## src/rtl/ex_mem_pipe_if.sv

```systemverilog
// EX->MEM slot payload: the EX stage drives it through the slave side,
// and the pipeline register republishes it to MEM through the master side.
interface ex_mem_pipe_if #(
  parameter int DATA_W = 32,
  parameter int ADDR_W = 5,
  parameter int CNT_W  = 5
);
  logic                  valid;
  logic                  we;
  logic [ADDR_W-1:0]     waddr;
  logic [DATA_W-1:0]     wdata;
  logic                  whilo;
  logic [DATA_W-1:0]     hi;
  logic [DATA_W-1:0]     lo;
  logic [CNT_W-1:0]      cnt;
  logic [2*DATA_W-1:0]   hilo_tempt;

  modport master (
    output valid, we, waddr, wdata, whilo, hi, lo, cnt, hilo_tempt
  );

  modport slave (
    input  valid, we, waddr, wdata, whilo, hi, lo, cnt, hilo_tempt
  );
endinterface

```

## src/rtl/ex_mem_pipe.sv

```systemverilog
// EX->MEM pipeline register with flush, hold, NOP-bubble insertion that preserves
// multi-cycle MADD/MSUB state, and a saturating count of cycles spent held.
module ex_mem_pipe #(
  parameter int DATA_W    = 32,
  parameter int ADDR_W    = 5,
  parameter int CNT_W     = 5,
  parameter int STALL_W   = 6,
  parameter int STALL_BIT = 4,
  parameter int PERF_W    = 16
) (
  input  logic               clk,
  input  logic               reset_n,
  input  logic [STALL_W-1:0] ex_mem_stall,
  input  logic               flush,
  ex_mem_pipe_if.slave       ex,
  ex_mem_pipe_if.master      mem,
  output logic [PERF_W-1:0]  mem_stall_cnt
);

  typedef enum logic [1:0] {
    ACT_CAPTURE,
    ACT_BUBBLE,
    ACT_HOLD,
    ACT_FLUSH
  } action_e;

  action_e               w_action;
  logic                  w_stallSat;

  logic                  r_valid;
  logic                  r_we;
  logic [ADDR_W-1:0]     r_waddr;
  logic [DATA_W-1:0]     r_wdata;
  logic                  r_whilo;
  logic [DATA_W-1:0]     r_hi;
  logic [DATA_W-1:0]     r_lo;
  logic [CNT_W-1:0]      r_cnt;
  logic [2*DATA_W-1:0]   r_hiloTempt;
  logic [PERF_W-1:0]     r_stallCnt;

  // Flush beats hold, hold beats bubble; the EX-side stall only matters when MEM runs.
  always_comb begin
    w_action = ACT_CAPTURE;
    if (flush)
      w_action = ACT_FLUSH;
    else if (ex_mem_stall[STALL_BIT])
      w_action = ACT_HOLD;
    else if (ex_mem_stall[STALL_BIT-1])
      w_action = ACT_BUBBLE;
  end

  always_ff @(posedge clk or negedge reset_n) begin
    if (!reset_n) begin
      r_valid     <= 1'b0;
      r_we        <= 1'b0;
      r_waddr     <= '0;
      r_wdata     <= '0;
      r_whilo     <= 1'b0;
      r_hi        <= '0;
      r_lo        <= '0;
      r_cnt       <= '0;
      r_hiloTempt <= '0;
    end else begin
      unique case (w_action)
        ACT_FLUSH: begin
          r_valid     <= 1'b0;
          r_we        <= 1'b0;
          r_waddr     <= '0;
          r_wdata     <= '0;
          r_whilo     <= 1'b0;
          r_hi        <= '0;
          r_lo        <= '0;
          r_cnt       <= '0;
          r_hiloTempt <= '0;
        end
        ACT_HOLD: begin
        end
        // A bubble is a NOP, but the partial MADD/MSUB product must ride through it.
        ACT_BUBBLE: begin
          r_valid     <= 1'b0;
          r_we        <= 1'b0;
          r_waddr     <= '0;
          r_wdata     <= '0;
          r_whilo     <= 1'b0;
          r_hi        <= '0;
          r_lo        <= '0;
          r_cnt       <= ex.cnt;
          r_hiloTempt <= ex.hilo_tempt;
        end
        default: begin
          r_valid     <= ex.valid;
          r_we        <= ex.we;
          r_waddr     <= ex.waddr;
          r_wdata     <= ex.wdata;
          r_whilo     <= ex.whilo;
          r_hi        <= ex.hi;
          r_lo        <= ex.lo;
          r_cnt       <= ex.cnt;
          r_hiloTempt <= ex.hilo_tempt;
        end
      endcase
    end
  end

  assign w_stallSat = &r_stallCnt;

  // Counts held cycles only; a flush during a stall is not counted.
  always_ff @(posedge clk or negedge reset_n) begin
    if (!reset_n)
      r_stallCnt <= '0;
    else if (w_action == ACT_HOLD && !w_stallSat)
      r_stallCnt <= r_stallCnt + 1'b1;
  end

  assign mem.valid      = r_valid;
  assign mem.we         = r_we;
  assign mem.waddr      = r_waddr;
  assign mem.wdata      = r_wdata;
  assign mem.whilo      = r_whilo;
  assign mem.hi         = r_hi;
  assign mem.lo         = r_lo;
  assign mem.cnt        = r_cnt;
  assign mem.hilo_tempt = r_hiloTempt;
  assign mem_stall_cnt  = r_stallCnt;

endmodule

```

## src/flat_wrapper.sv

```systemverilog
// flat-port wrapper written by rule: the top's interface ports become plain ports
module ex_mem_pipe_flat 
#(
  parameter int DATA_W    = 32,
  parameter int ADDR_W    = 5,
  parameter int CNT_W     = 5,
  parameter int STALL_W   = 6,
  parameter int STALL_BIT = 4,
  parameter int PERF_W    = 16
)
  (clk, reset_n, ex_mem_stall, flush, mem_stall_cnt, ex_valid, ex_we, ex_waddr, ex_wdata, ex_whilo, ex_hi, ex_lo, ex_cnt, ex_hilo_tempt, mem_valid, mem_we, mem_waddr, mem_wdata, mem_whilo, mem_hi, mem_lo, mem_cnt, mem_hilo_tempt);
  ex_mem_pipe_if #(.DATA_W(DATA_W), .ADDR_W(ADDR_W), .CNT_W(CNT_W)) ex_i ();
  ex_mem_pipe_if #(.DATA_W(DATA_W), .ADDR_W(ADDR_W), .CNT_W(CNT_W)) mem_i ();
  input  logic clk;
  input  logic reset_n;
  input  logic [STALL_W-1:0] ex_mem_stall;
  input  logic flush;
  output logic [PERF_W-1:0] mem_stall_cnt;
  input wire logic [$bits(ex_i.valid)-1:0] ex_valid;
  input wire logic [$bits(ex_i.we)-1:0] ex_we;
  input wire logic [$bits(ex_i.waddr)-1:0] ex_waddr;
  input wire logic [$bits(ex_i.wdata)-1:0] ex_wdata;
  input wire logic [$bits(ex_i.whilo)-1:0] ex_whilo;
  input wire logic [$bits(ex_i.hi)-1:0] ex_hi;
  input wire logic [$bits(ex_i.lo)-1:0] ex_lo;
  input wire logic [$bits(ex_i.cnt)-1:0] ex_cnt;
  input wire logic [$bits(ex_i.hilo_tempt)-1:0] ex_hilo_tempt;
  output wire logic [$bits(mem_i.valid)-1:0] mem_valid;
  output wire logic [$bits(mem_i.we)-1:0] mem_we;
  output wire logic [$bits(mem_i.waddr)-1:0] mem_waddr;
  output wire logic [$bits(mem_i.wdata)-1:0] mem_wdata;
  output wire logic [$bits(mem_i.whilo)-1:0] mem_whilo;
  output wire logic [$bits(mem_i.hi)-1:0] mem_hi;
  output wire logic [$bits(mem_i.lo)-1:0] mem_lo;
  output wire logic [$bits(mem_i.cnt)-1:0] mem_cnt;
  output wire logic [$bits(mem_i.hilo_tempt)-1:0] mem_hilo_tempt;
  assign ex_i.valid = ex_valid;
  assign ex_i.we = ex_we;
  assign ex_i.waddr = ex_waddr;
  assign ex_i.wdata = ex_wdata;
  assign ex_i.whilo = ex_whilo;
  assign ex_i.hi = ex_hi;
  assign ex_i.lo = ex_lo;
  assign ex_i.cnt = ex_cnt;
  assign ex_i.hilo_tempt = ex_hilo_tempt;
  assign mem_valid = mem_i.valid;
  assign mem_we = mem_i.we;
  assign mem_waddr = mem_i.waddr;
  assign mem_wdata = mem_i.wdata;
  assign mem_whilo = mem_i.whilo;
  assign mem_hi = mem_i.hi;
  assign mem_lo = mem_i.lo;
  assign mem_cnt = mem_i.cnt;
  assign mem_hilo_tempt = mem_i.hilo_tempt;
  ex_mem_pipe #(.DATA_W(DATA_W), .ADDR_W(ADDR_W), .CNT_W(CNT_W), .STALL_W(STALL_W), .STALL_BIT(STALL_BIT), .PERF_W(PERF_W)) u_core (.clk(clk), .reset_n(reset_n), .ex_mem_stall(ex_mem_stall), .flush(flush), .ex(ex_i), .mem(mem_i), .mem_stall_cnt(mem_stall_cnt));
endmodule
```

## config.mk

```make
export PLATFORM = sky130hd
export DESIGN_NAME = ex_mem_pipe_flat
export DESIGN_NICKNAME = d
export VERILOG_FILES = /design/src/rtl/ex_mem_pipe_if.sv /design/src/rtl/ex_mem_pipe.sv /design/src/flat_wrapper.sv
export SDC_FILE = /design/constraint.sdc
export NUM_CORES = 1
export LEC_CHECK = 0
export CAP_MARGIN = 20
export CORE_AREA = 4 4 143 145
export CTS_BUF_LIST = sky130_fd_sc_hd__clkbuf_8
export DETAILED_ROUTE_END_ITERATION = 8
export DIE_AREA = 0 0 147 149
export DONT_BUFFER_PORTS = 1
export GPL_TIMING_DRIVEN = 0
export PLACE_DENSITY = 0.57
export SLEW_MARGIN = 20
export SYNTH_ARGS = -nofsm -noshare
export SYNTH_HDL_FRONTEND = slang
export SYNTH_SLANG_ARGS = --single-unit
```

## constraint.sdc

```tcl
create_clock -name clk -period 2 [get_ports clk]
set_clock_uncertainty 0.1 [all_clocks]
set_input_delay 0.6 -clock clk [delete_from_list [all_inputs] [get_ports clk]]
set_output_delay 0.6 -clock clk [all_outputs]
set_load 0.005 [all_outputs]
```

==> out/qor.txt, run 1 <==
Status: finished, violations left
Violated checks: hold timing
Mapped Nets: 714
Post-Layout Cell Count: 828
CTS buffer count: 17
# H-tree levels: 4
Reg-to-reg endpoint: u_core.mem_stall_cnt[1]
Max transition margin: 64.5%
IO Count: 371
Port buffer count: 0
First-pass GRT wire length: 27.5 mm
# DRC: 0
Global route overflow: 0
Startpoint class of the critical path: input port
Die area: 21900 um^2
Vias in the first global route: 4714
Crit end category: flip-flop
Endpoints failing hold: 189
Register area share after synthesis: 65.9%
Chip width: 147 um
# diodes: 0
Post-Synthesis Cells: 531
Vias per inst: 5.36
Placer Congestion: 0.790
Fin crit share: 92.5%
Synthesis-to-layout area growth: 10.9%
Die Y: 149 um
Crit path required time: 2.29 ns
Reg clk slew, reported paths: 0.10 ns
Dominant cells by area after synthesis: dfrtp_1 (66%), a22o_1 (13%), mux2i_1 (9.6%)
LEAKAGE: 3.95 nW
# Post-CTS Setup Buffers: 0
Syn Area/Cell: 13.5 um^2
CP dominant cell by count: buf_2
Bufs and invs on worst path: 4
Worst vdd ir: 0.587 mV
Nets@finish: 733
RSZ-0062 raised after global routing: no
WP data arrival: 2.14 ns
Register-to-Register Setup Slack: 0.17 ns
Cells after DPL: 796
Initial Util: 37.4%
Area of the mapped netlist: 7180 um^2
Number of synthesized flops with an enable pin: 0
Flops & latches, synth: 189
WHS: -0.268 ns
Wire length per cell: 22.3 um
Pwr Density: 947 nW/um^2
Slowest cell on crit path: buf_1
Final instance area: 7970 um^2
Skew-Pair Late Insertion Delay: 0.45 ns
Synth warnings: 0
Initial antenna violation count: 0
Fraction of registers with async set/reset: 100%
Yosys top cell area share: 65.9%
Worst-path cell chain: buf_2, nor2b_1, buf_2, buf_2, buf_1, a22o_1
Core Box Area: 19200 um^2
Reg2Reg Depth: 5
Crit Reg-Reg Startpoint: u_core.mem_stall_cnt[0]
Crit path depth: 6
Core Util, Final: 41.5%
Final setup violation count: 0
Gr usage total: 16.2%
Least-Margin Pin Slew: 0.533 ns
Cell row count: 51
Post-route ant nets: 0
Commonest cells post-synth: dfrtp_1 (189), a22o_1 (104), nor2_1 (77), mux2i_1 (69), buf_2 (20)
Area post-placement: 7510 um^2
Largest area contributor in the netlist: dfrtp_1
Critical path peak fanout: 10
Maxcap violations: 0
Worst Hold Class: in -> async
Clock sinks: 189
Minimum clock period: 1.85 ns
CTS root buffer: clkbuf_8
WL final: 18.5 mm
CP endpoint: u_core.mem.lo[19]
Layout cells sized above 1: 11.2%
Final worst setup slack: 0.149 ns
Class of the most critical setup path: in -> reg
CTS max path bufs: 2
CP top delay family: buffers and inverters
F_max: 0.540 GHz
Main synth FF type: dfrtp_1
Total number of vias: 4442
Crit-path max cell delay: 0.40 ns
Drt pass-1 iters: 4
CTS tree: built
Setup TNS: 0 ns
Fin. max-slew vios: 0
Worst slack, placed: -0.516 ns
Tot Pwr: 7.54 mW
Synth cell types: 29
Count leader, synth: dfrtp_1
Largest net degree at the start of global routing: 190
Final HPWL DP: 14.1 mm
1st-iter DRT viols: 150
Crit path from: ex_mem_stall[4]
[how the worst min path moves through the flow]
| stage | cells after the start | from | slack [ns] | end |
|---|---|---|---|---|
| global placement | 0 | reset_n | 0.21 | u_core.mem.lo[11] |
| global route | 0 | reset_n | -0.33 | u_core.mem.lo[18] |
| floorplan | 0 | reset_n | 0.20 | u_core.mem.cnt[0] |
| CTS | 0 | reset_n | -0.31 | u_core.mem.lo[11] |
| detailed placement | 0 | reset_n | 0.21 | u_core.mem.lo[11] |
| finish | 0 | reset_n | -0.27 | u_core.mem.lo[11] |
[repair_timing]
item,in CTS,in global routing
resized for setup,2,5
cloned,0,0
pin swaps,0,0
hold endpoints to repair,189,189
endpoints found under the setup margin,11,13
[cell type report]
type | count | area, um^2
clock buffer | 18 | 248
fill | 1790 | 11200
tap | 265 | 332
buffer | 39 | 176
clock inverter | 14 | 183
multi-input combinational | 303 | 2290
sequential | 189 | 4730
[cell usage in the layout (no fill, tap or decap), types with 3 or more instances in the layout]
master | netlist | routed
nand3_1 | 8 | 8
nand4_1 | 4 | 4
xor2_1 | 5 | 5
nor2_1 | 77 | 76
clkbuf_1 | 16 | 16
xnor2_1 | 5 | 5
mux2i_1 | 69 | 69
clkbuf_8 | 0 | 18
a21oi_1 | 3 | 3
inv_6 | 0 | 3
dfrtp_1 | 189 | 187
inv_8 | 0 | 4
bufinv_16 | 0 | 3
a22o_1 | 104 | 104
buf_2 | 20 | 20
nand2_1 | 5 | 5
[flip-flops by register name, summed over array words and instances (netlist names)]
register / count
u_core.mem.whilo: 1
u_core.mem.we: 1
u_core.mem.valid: 1
u_core.mem_stall_cnt: 16
u_core.mem.lo: 32
u_core.mem.hi: 32
u_core.mem.waddr: 5
u_core.mem.wdata: 32
u_core.mem.hilo_tempt: 64
u_core.mem.cnt: 5
[routing by layer]
layer,track usage (%),vias to the layer above,share of wire (%)
met5,0,-,0
met4,5.68,0,2.1
met3,6.68,24,8.9
met2,27.5,206,51
met1,18.5,2255,38
li1,-,1957,-
[logic make-up after synthesis]
| logic type | after synthesis | synth area share (%) |
|---|---|---|
| DFF | 189 | 65.9 |
| AOI/OAI and AO/OA | 111 | 13.3 |
| and+or+nand+nor | 111 | 7.18 |
| muxes | 70 | 9.78 |
| buffers and inverters | 39 | 2.44 |
| xor gates and xnor gates | 10 | 1.22 |
| adders and majority gates | 1 | 0.174 |
[report_power, final]
group          switching [mW]  internal, mW
logic                   0.259         0.224
registers               0.302          4.04
clock network            1.41          1.31
[worst register-to-register path: cells and delay by family, from the launching register on]
kind                       cells  cell delay [ns]
DFF                            1             0.46
muxes                          1             0.28
adders and majority gates      1             0.22
and+or+nand+nor                3             0.67
(Power assumes the default switching activity.)
==> run 2, diff against run 1 <==
--- a/config.mk
+++ b/config.mk
@@ -5,14 +5,17 @@
 export SDC_FILE = /design/constraint.sdc
 export NUM_CORES = 1
 export LEC_CHECK = 0
-export CAP_MARGIN = 20
+export CAP_MARGIN = 10
+export CELL_PAD_IN_SITES_DETAIL_PLACEMENT = 1
+export CELL_PAD_IN_SITES_GLOBAL_PLACEMENT = 2
 export CORE_AREA = 4 4 143 145
 export CTS_BUF_LIST = sky130_fd_sc_hd__clkbuf_8
+export CTS_CLUSTER_SIZE = 40
 export DETAILED_ROUTE_END_ITERATION = 8
 export DIE_AREA = 0 0 147 149
 export DONT_BUFFER_PORTS = 1
 export GPL_TIMING_DRIVEN = 0
-export PLACE_DENSITY = 0.57
+export PLACE_DENSITY = 0.82
 export SLEW_MARGIN = 20
 export SYNTH_ARGS = -nofsm -noshare
 export SYNTH_HDL_FRONTEND = slang
==> run 2 against run 1 <==
  * The flow still finishes with violations (hold timing)
  * Worst setup slack better by 0.012 ns
  * Power is 3.9% lower
  * Sequential power hardly changed
  * Critical path type is now reg -> reg
  * Highest routed layer unchanged
==> out/qor.txt, run 2 (synthesis results as in run 1) <==
CTS root buffer: clkbuf_8
Cell row count: 51
Class of the most critical setup path: reg -> reg
Final HPWL DP: 14.9 mm
Status: finished, violations left
Clock sinks: 189
Worst Hold Class: in -> async
DRT met1 WL: 7.31 mm
Placer Congestion: 0.762
Minimum clock period: 1.84 ns
F_max: 0.544 GHz
Max layer used: met4
Wire length per cell: 24.0 um
RSZ-0062 raised after global routing: no
Routed met3 length: 1.66 mm
Initial antenna violation count: 0
Fin crit share: 91.9%
Crit path required time: 2.23 ns
WL met2: 10.3 mm
Final setup violation count: 0
Worst vdd ir: 0.406 mV
First-pass GRT wire length: 30.0 mm
CTS buffer count: 17
Worst slack, placed: -0.409 ns
CP top delay family: simple AND/OR/NAND/NOR gates
Synthesis-to-layout area growth: 10.4%
CTS tree: built
WP data arrival: 2.07 ns
Max FFs per register: 64
Most frequent cells in the layout: dfrtp_1 (187), a22o_1 (104), nor2_1 (75)
Slowest cell on crit path: dfrtp_1
Final worst setup slack: 0.162 ns
Fin. max-slew vios: 0
# DRC: 0
Critical path peak fanout: 8
WL final: 19.8 mm
WHS: -0.271 ns
Commonest non-fill, non-tap cell in the layout: dfrtp_1
Reg2Reg Depth: 4
Largest net degree at the start of global routing: 190
Total number of vias: 4581
Max transition margin: 60.5%
Reg-to-reg endpoint: u_core.mem_stall_cnt[1]
Violated checks: hold timing
IO Count: 371
Skew-Pair Late Insertion Delay: 0.45 ns
Post-route ant nets: 0
Drt pass-1 iters: 4
Endpoints failing hold: 189
Crit end category: flip-flop
Crit Reg-Reg Startpoint: u_core.mem_stall_cnt[4]
Worst-path cell chain: nand4_1, nor4_4, nor2_2, mux2_2
Layout cells sized above 1: 12.1%
Global route overflow: 0
Die Y: 149 um
Final instance area: 7930 um^2
Maxcap violations: 0
Initial Util: 37.4%
Port buffer count: 0
Crit-path max cell delay: 0.56 ns
Nets@finish: 733
Core Box Area: 19200 um^2
Pwr Density: 914 nW/um^2
Reg clk slew, reported paths: 0.11 ns
1st-iter DRT viols: 181
Gr usage total: 17.5%
Register-to-Register Setup Slack: 0.16 ns
Die area: 21900 um^2
Chip width: 147 um
# H-tree levels: 4
Least-Margin Pin Slew: 0.592 ns
# diodes: 0
CTS max path bufs: 2
Vias in the first global route: 5150
Startpoint class of the critical path: flip-flop
Area post-placement: 7510 um^2
Vias per inst: 5.53
LEAKAGE: 3.93 nW
Bufs and invs on worst path: 0
## run 2: cell count changes in the layout (fill, tap and decap cells not counted), moves of 2 or more
| cell | before | now |
|---|---|---|
| bufinv_16 | 3 | 0 |
| clkinv_4 | 0 | 3 |
| clkinv_2 | 2 | 4 |
| inv_6 | 3 | 5 |
| inv_8 | 4 | 2 |
## run 2: worst max-delay path by stage
| stage | from | endpoint | slack, ns | cells past startpoint |
|---|---|---|---|---|
| global placement | ex_mem_stall[4] | u_core.mem.lo[30] | -0.37 | 5 |
| CTS | u_core.mem_stall_cnt[4] | u_core.mem_stall_cnt[15] | 0.05 | 4 |
| detailed placement | ex_mem_stall[4] | u_core.mem.lo[18] | -0.41 | 6 |
| floorplan | flush | u_core.mem_stall_cnt[15] | 0.11 | 5 |
| global route | u_core.mem_stall_cnt[4] | u_core.mem_stall_cnt[15] | 0.004 | 4 |
| finish | u_core.mem_stall_cnt[4] | u_core.mem_stall_cnt[1] | 0.16 | 4 |
## run 2: layer usage
metal / up-vias / GRT usage (%)
li1: 1953 / -
met1: 2364 / 19.9
met2: 227 / 30.7
met3: 37 / 5.77
met4: 0 / 6.66
met5: - / 0
## run 2: area by class of cell
cell class	instances	area (um^2)
tap	265	332
clock inverter	15	129
multi-input combinational	303	2320
clock buffer	17	234
fill	2011	11300
sequential	189	4730
buffer	39	178
## run 2: metrics by stage
| stage | setup TNS (ns) | std cells | total power [mW] | util [%] |
|---|---|---|---|---|
| after floorplan | 0 | 531 | 4.70 | - |
| after CTS | 0 | 828 | 7.32 | 41.0 |
| final | 0 | 828 | 7.24 | 41.3 |
| after detailed placement | -33.14 | 796 | 4.93 | 39.1 |
| after global placement | -29.00 | 796 | 4.89 | 39.1 |
| after global routing | 0 | 828 | 7.61 | 41.3 |
## run 2: worst reg2reg max path, delay by kind of cell (launching register included)
kind          cells  cell delay, ns
simple gates      3            0.79
flops             1            0.56
mux               1            0.27
## run 2: where the power goes
group / switching, mW / internal [mW]
sequential: 0.329 / 4.04
combinational: 0.275 / 0.240
clock: 1.46 / 0.904
## run 2: repair_timing
action,4_1_cts,5_1_grt
endpoints found under the hold margin,189,189
setup buffers,0,0
gates resized for setup,3,10
setup endpoints to repair,9,53
pin swaps,0,1
